===== config.mk =====
export PLATFORM = sky130hd
export DESIGN_NAME = tx_interleaver
export DESIGN_NICKNAME = d
export VERILOG_FILES = /design/src/rtl/wifi_phy_pkg.sv /design/src/rtl/il_addr_gen.sv /design/src/rtl/tx_interleaver.sv
export SDC_FILE = /design/constraint.sdc
export NUM_CORES = 1
export LEC_CHECK = 0
export BUFFER_PORTS_ARGS = -buffer_cell sky130_fd_sc_hd__buf_2
export CORE_UTILIZATION = 35
export CTS_CLUSTER_SIZE = 24
export DETAILED_ROUTE_END_ITERATION = 10
export PLACE_DENSITY = 0.59
export SETUP_SLACK_MARGIN = 0.05
export SLEW_MARGIN = 20
export SYNTH_ARGS = -nofsm -noshare
export SYNTH_HDL_FRONTEND = slang
export SYNTH_SLANG_ARGS = --single-unit

===== constraint.sdc =====
create_clock -name clk -period 35.3 [get_ports clk]
set_input_delay 1.765 -clock clk [delete_from_list [all_inputs] [get_ports clk]]
set_output_delay 1.765 -clock clk [all_outputs]
set_load 0.02 [all_outputs]

===== src/rtl/wifi_phy_pkg.sv =====
// Shared 802.11a PHY definitions: modulation encoding and coded-bits-per-symbol lookups.
package wifi_phy_pkg;

    localparam int NMAX   = 288;
    localparam int ADDR_W = 9;

    typedef enum logic [1:0] {
        MOD_BPSK  = 2'd0,
        MOD_QPSK  = 2'd1,
        MOD_16QAM = 2'd2,
        MOD_64QAM = 2'd3
    } mod_t;

    function automatic logic [ADDR_W-1:0] n_cbps(input mod_t m);
        case (m)
            MOD_BPSK:  return 9'd48;
            MOD_QPSK:  return 9'd96;
            MOD_16QAM: return 9'd192;
            default:   return 9'd288;
        endcase
    endfunction

    // Column stride of the first permutation (N_CBPS / 16).
    function automatic logic [4:0] n_cbps_div16(input mod_t m);
        case (m)
            MOD_BPSK:  return 5'd3;
            MOD_QPSK:  return 5'd6;
            MOD_16QAM: return 5'd12;
            default:   return 5'd18;
        endcase
    endfunction

endpackage


===== src/rtl/il_addr_gen.sv =====
// Combinational 802.11a interleaver address: natural index k -> interleaved position j.
// Shared with the receive de-interleaver model.
module il_addr_gen
    import wifi_phy_pkg::*;
(
    input  logic [8:0] k_i,
    input  logic [1:0] mod_i,
    output logic [8:0] j_o
);

    mod_t       m;
    logic [8:0] i_perm;
    logic [8:0] quot12;
    logic [8:0] quot18;
    logic [8:0] base3;
    logic [8:0] rem3;

    always_comb begin
        m      = mod_t'(mod_i);
        i_perm = {4'd0, n_cbps_div16(m)} * {5'd0, k_i[3:0]} + {4'd0, k_i[8:4]};
        quot12 = i_perm / 9'd12;
        quot18 = i_perm / 9'd18;
        base3  = (i_perm / 9'd3) * 9'd3;
        rem3   = (i_perm - quot18) % 9'd3;
        // Second permutation rotates bits within each group of s = N_BPSC/2 adjacent positions.
        case (m)
            MOD_16QAM: j_o = i_perm ^ (quot12 & 9'd1);
            MOD_64QAM: j_o = base3 + rem3;
            default:   j_o = i_perm;
        endcase
    end

endmodule


===== src/rtl/tx_interleaver.sv =====
// 802.11a transmit block interleaver with ping-pong banks: one symbol fills while the other drains.
// Optional build macro TX_IL_SYMCNT_EN adds the sym_count output (symbols fully emitted).
module tx_interleaver
    import wifi_phy_pkg::*;
(
    input  logic        clk,
    input  logic        rst,
    input  logic [1:0]  mod,
    input  logic        in_valid,
    input  logic        in_bit,
    output logic        in_ready,
    output logic        out_valid,
    output logic        out_bit,
    input  logic        out_ready,
    output logic        out_last
`ifdef TX_IL_SYMCNT_EN
    ,
    output logic [15:0] sym_count
`endif
);

    logic [ADDR_W-1:0] k_q, k_d;
    logic [ADDR_W-1:0] r_q, r_d;
    logic              wb_q, wb_d;
    logic              rb_q, rb_d;
    logic [1:0]        full_q, full_d;
    mod_t              bank_mod_q [2];
    logic [NMAX-1:0]   mem_q [2];

    mod_t              wr_mod;
    mod_t              rd_mod;
    logic [ADDR_W-1:0] wr_addr;
    logic              wr_fire, rd_fire;
    logic              wr_done, rd_at_last;

    // The first bit of a symbol takes its mode from the port; later bits follow the captured mode.
    assign wr_mod     = (k_q == '0) ? mod_t'(mod) : bank_mod_q[wb_q];
    assign rd_mod     = bank_mod_q[rb_q];
    assign wr_done    = (k_q == n_cbps(wr_mod) - 9'd1);
    assign rd_at_last = (r_q == n_cbps(rd_mod) - 9'd1);

    assign in_ready  = ~full_q[wb_q];
    assign out_valid = full_q[rb_q];
    assign out_bit   = mem_q[rb_q][r_q];
    assign out_last  = out_valid & rd_at_last;

    assign wr_fire = in_valid & in_ready;
    assign rd_fire = out_valid & out_ready;

    il_addr_gen u_addr_gen (
        .k_i   (k_q),
        .mod_i (wr_mod),
        .j_o   (wr_addr)
    );

    always_comb begin
        k_d    = k_q;
        r_d    = r_q;
        wb_d   = wb_q;
        rb_d   = rb_q;
        full_d = full_q;
        if (wr_fire) begin
            if (wr_done) begin
                k_d          = '0;
                wb_d         = ~wb_q;
                full_d[wb_q] = 1'b1;
            end else begin
                k_d = k_q + 9'd1;
            end
        end
        // A completing write and a completing read always target different banks.
        if (rd_fire) begin
            if (rd_at_last) begin
                r_d          = '0;
                rb_d         = ~rb_q;
                full_d[rb_q] = 1'b0;
            end else begin
                r_d = r_q + 9'd1;
            end
        end
    end

    always_ff @(posedge clk or negedge rst) begin
        if (!rst) begin
            k_q    <= '0;
            r_q    <= '0;
            wb_q   <= 1'b0;
            rb_q   <= 1'b0;
            full_q <= 2'b00;
        end else begin
            k_q    <= k_d;
            r_q    <= r_d;
            wb_q   <= wb_d;
            rb_q   <= rb_d;
            full_q <= full_d;
        end
    end

    for (genvar gi = 0; gi < 2; gi++) begin : g_bank
        always_ff @(posedge clk or negedge rst) begin
            if (!rst) begin
                bank_mod_q[gi] <= MOD_BPSK;
            end else if (wr_fire && (k_q == '0) && (wb_q == 1'(gi))) begin
                bank_mod_q[gi] <= mod_t'(mod);
            end
        end

        // Bit storage is deliberately left out of reset.
        always_ff @(posedge clk) begin
            if (wr_fire && (wb_q == 1'(gi))) begin
                mem_q[gi][wr_addr] <= in_bit;
            end
        end
    end

`ifdef TX_IL_SYMCNT_EN
    logic [15:0] sym_cnt_q;

    always_ff @(posedge clk or negedge rst) begin
        if (!rst) begin
            sym_cnt_q <= '0;
        end else if (rd_fire && rd_at_last) begin
            sym_cnt_q <= sym_cnt_q + 16'd1;
        end
    end

    assign sym_count = sym_cnt_q;
`endif

endmodule

==> qor.yml <==
grt_pass1_wl_mm: 131
antenna_found_initial: 0
fin_crit_sh_pct: 65.1
finalSetupViolCount: 0
max_freq_mhz: 43.5
drive_gt1_share_pct: 36.8
fin_crit_ns: 22.96
dp_hpwl_mm: 48.7
first_pass_iters: 6
die_x_um: 316
routed_wl_mm: 85.8
clock_latency_ns: 0.59
mostFrequentLayoutCells: "edfxtp_1 (576), nor3_2 (474), mux4_2 (191)"
seq_area_frac_synth_pct: 51.9
ys_async_sr_fraction_pct: 4.32
netlist_instances: 2455
avgSynthCellArea_um2: 14.1
h-tree-depth: 3
synth_edf_count: 576
cts_made_buffers: 66
grt_max_degree: 238
yosysWarningCount: 0
synth_cell_types: 97
viasPerCell: 5.79
rows: 114
worst_setup_path_end_kind: "register"
post-cts-setup-buffer-count: 0
crit_path_top_delay_cell: "buf_4"
synth_top_family_by_area: "simple AND/OR/NAND/NOR gates"
place_congestion: 0.849
ant_nets: 0
die_h_um: 316
crit_arrival_ns: 23.28
slew_headroom_pct: 20.3
synth_compound_area_share_pct: 6.66
path_class: "reg2reg"
core_um2: 97300
outcome: "finished clean"
grt_overflow_total: 0
cts_buffer_depth: 3
start_util_pct: 35.5
max_stage_delay_ns: 0.97
finalHoldViolations: 0
cts_tree: "built"
drt_iter0_markers: 2257
n_antenna_cell: 0
fin_worst_skew_ns: 0.0179
cts_root_buffer: "clkbuf_16"
ios: 11
mostFrequentLayoutCell: "edfxtp_1"
synth_mux_area_share_pct: 13.0
gr-usage-all-layers_pct: 17.3
synth_ff_type: "edfxtp_1"
synthesis.area_um2: 34600
synthToLayoutAreaGrowth_pct: 7.93
synth_seq_cells: 602
vias: 21200
hp-class: "reg2reg"
cts_resized: 0
critPathLaunchType: "register"
fin_tns_setup_ns: 0
synth_adder_area_share_pct: 2.85
ff2ff_setup_slack_ns: 12.34
max_cap_viol_count: 0
syn_nets: 2527
layout.nets: 2409
critPathMaxFanout: 163
cp.required_ns: 35.62
drc: 0
maxSlewViolCount: 0
hold_buffers: 0
port-buffer-count: 10
worst_pin_slew_ns: 1.20
path_clk_slew_ns: 0.06
clkSinkCount: 602
crit_top_cell: "a21oi_1"
wl_per_cell_um: 23.5
dieArea_um2: 100000
rsz0062_at_grt: "no"
synth_xor_area_share_pct: 1.41
grt_pass1_vias: 21200
yosys.area_share.simple_pct: 19.6
worst paths after layout:
kind                                            from                   endpoint  depth (start not counted)
min in group asynchronous                        rst  bank_mod_q[0]$_DFFE_PN0P_                          1
setup reg to reg                  k_q[1]$_DFFE_PN0P_    mem_q[0][111]$_DFFE_PP_                         72
max in group asynchronous                        rst         r_q[0]$_DFFE_PN0P_                          1
hold / removal             bank_mod_q[3]$_DFFE_PN0P_  bank_mod_q[3]$_DFFE_PN0P_                          1
setup / recovery                  k_q[1]$_DFFE_PN0P_    mem_q[0][111]$_DFFE_PP_                         72
hold reg to reg            bank_mod_q[3]$_DFFE_PN0P_  bank_mod_q[3]$_DFFE_PN0P_                          1
per-layer routing:
layer	track usage (%)	vias up	wire, um
li1	-	9386	-
met1	23.2	11000	36400
met2	29.5	639	43000
met3	1.95	128	4430
met4	5.17	0	1970
met5	0	-	0
worst max-delay path: cells and delay by family (launching register included):
family	cells	cell delay [ns]
AO/OA/AOI/OAI	26	6.74
XOR/XNOR	5	1.42
adder cells (fa/ha/maj)	14	4.90
buffers and inverters	9	3.68
flip-flops	1	0.50
multiplexers	1	0.40
AND/OR/NAND/NOR	17	4.83
through the flow:
step	setup slack, ns	hold slack [ns]	area (um2)	util (%)	cells
4_1_cts	12.53	0.544	37300	38.3	3659
2_1_floorplan	17.31	0.496	34600	-	2455
6_report	12.34	0.541	37300	38.4	3659
3_3_place_gp	12.94	0.516	35400	36.3	3545
3_5_place_dp	12.23	0.531	35400	36.3	3545
5_1_grt	10.52	0.547	37300	38.4	3659
registers in the layout, indices dropped and copies added (netlist names):
register and cells:
rb_q 1, bank_mod_q 4, k_q 9, r_q 9
full_q 2, wb_q 1, mem_q 576
kinds of logic (layout without fill, tap and decap cells):
kind of cell,count (synthesis),count (layout)
xor gates and xnor gates,53,53
muxes,209,209
AOI/OAI and AO/OA,325,325
buffers and inverters,307,235
and+or+nand+nor,891,891
DFF,602,602
adders and majority gates,68,68
cell usage after synthesis (5+ instances only):
cell type	count	area, um2
a211oi_1	71	533
nand2_1	123	462
nor2_1	79	297
clkbuf_1	165	619
nand2b_1	11	68.8
o21ai_0	51	255
nor3_2	474	4740
o21ai_1	5	25.0
xor2_1	16	140
fa_1	19	380
inv_2	5	18.8
nand3_1	27	135
a21oi_1	59	295
mux4_2	191	4300
edfxtp_1	576	17300
inv_1	60	225
o21a_1	5	37.5
xnor2_1	34	298
nor3_1	75	375
and2_1	20	125
or3_1	7	43.8
a21o_1	10	75.1
dfrtp_1	26	651
mux2i_1	8	80.1
ha_1	46	576
o211ai_1	6	45.0
a31oi_1	15	93.8
a22oi_1	9	67.6
nand4_1	15	93.8
o31ai_1	9	67.6
nor4_1	13	81.3
buf_6	55	619
mux2_2	9	101
and3_1	15	93.8
o22ai_1	13	81.3
buf_1	20	75.1
a311oi_1	5	43.8
nor2b_1	8	50.1
final cells by class:
cell class	count	area, um2
Fill cell	9043	60000
Clock inverter	29	140
Multi-Input combinational cell	1546	15100
Inverter	65	244
Timing Repair Buffer	56	434
Sequential cell	602	18000
Tap cell	1276	1600
Clock buffer	85	1810
Power is left out: the tool's default activity adds up to more than one toggle a clock period on the data nets, which glitch-free logic cannot reach.
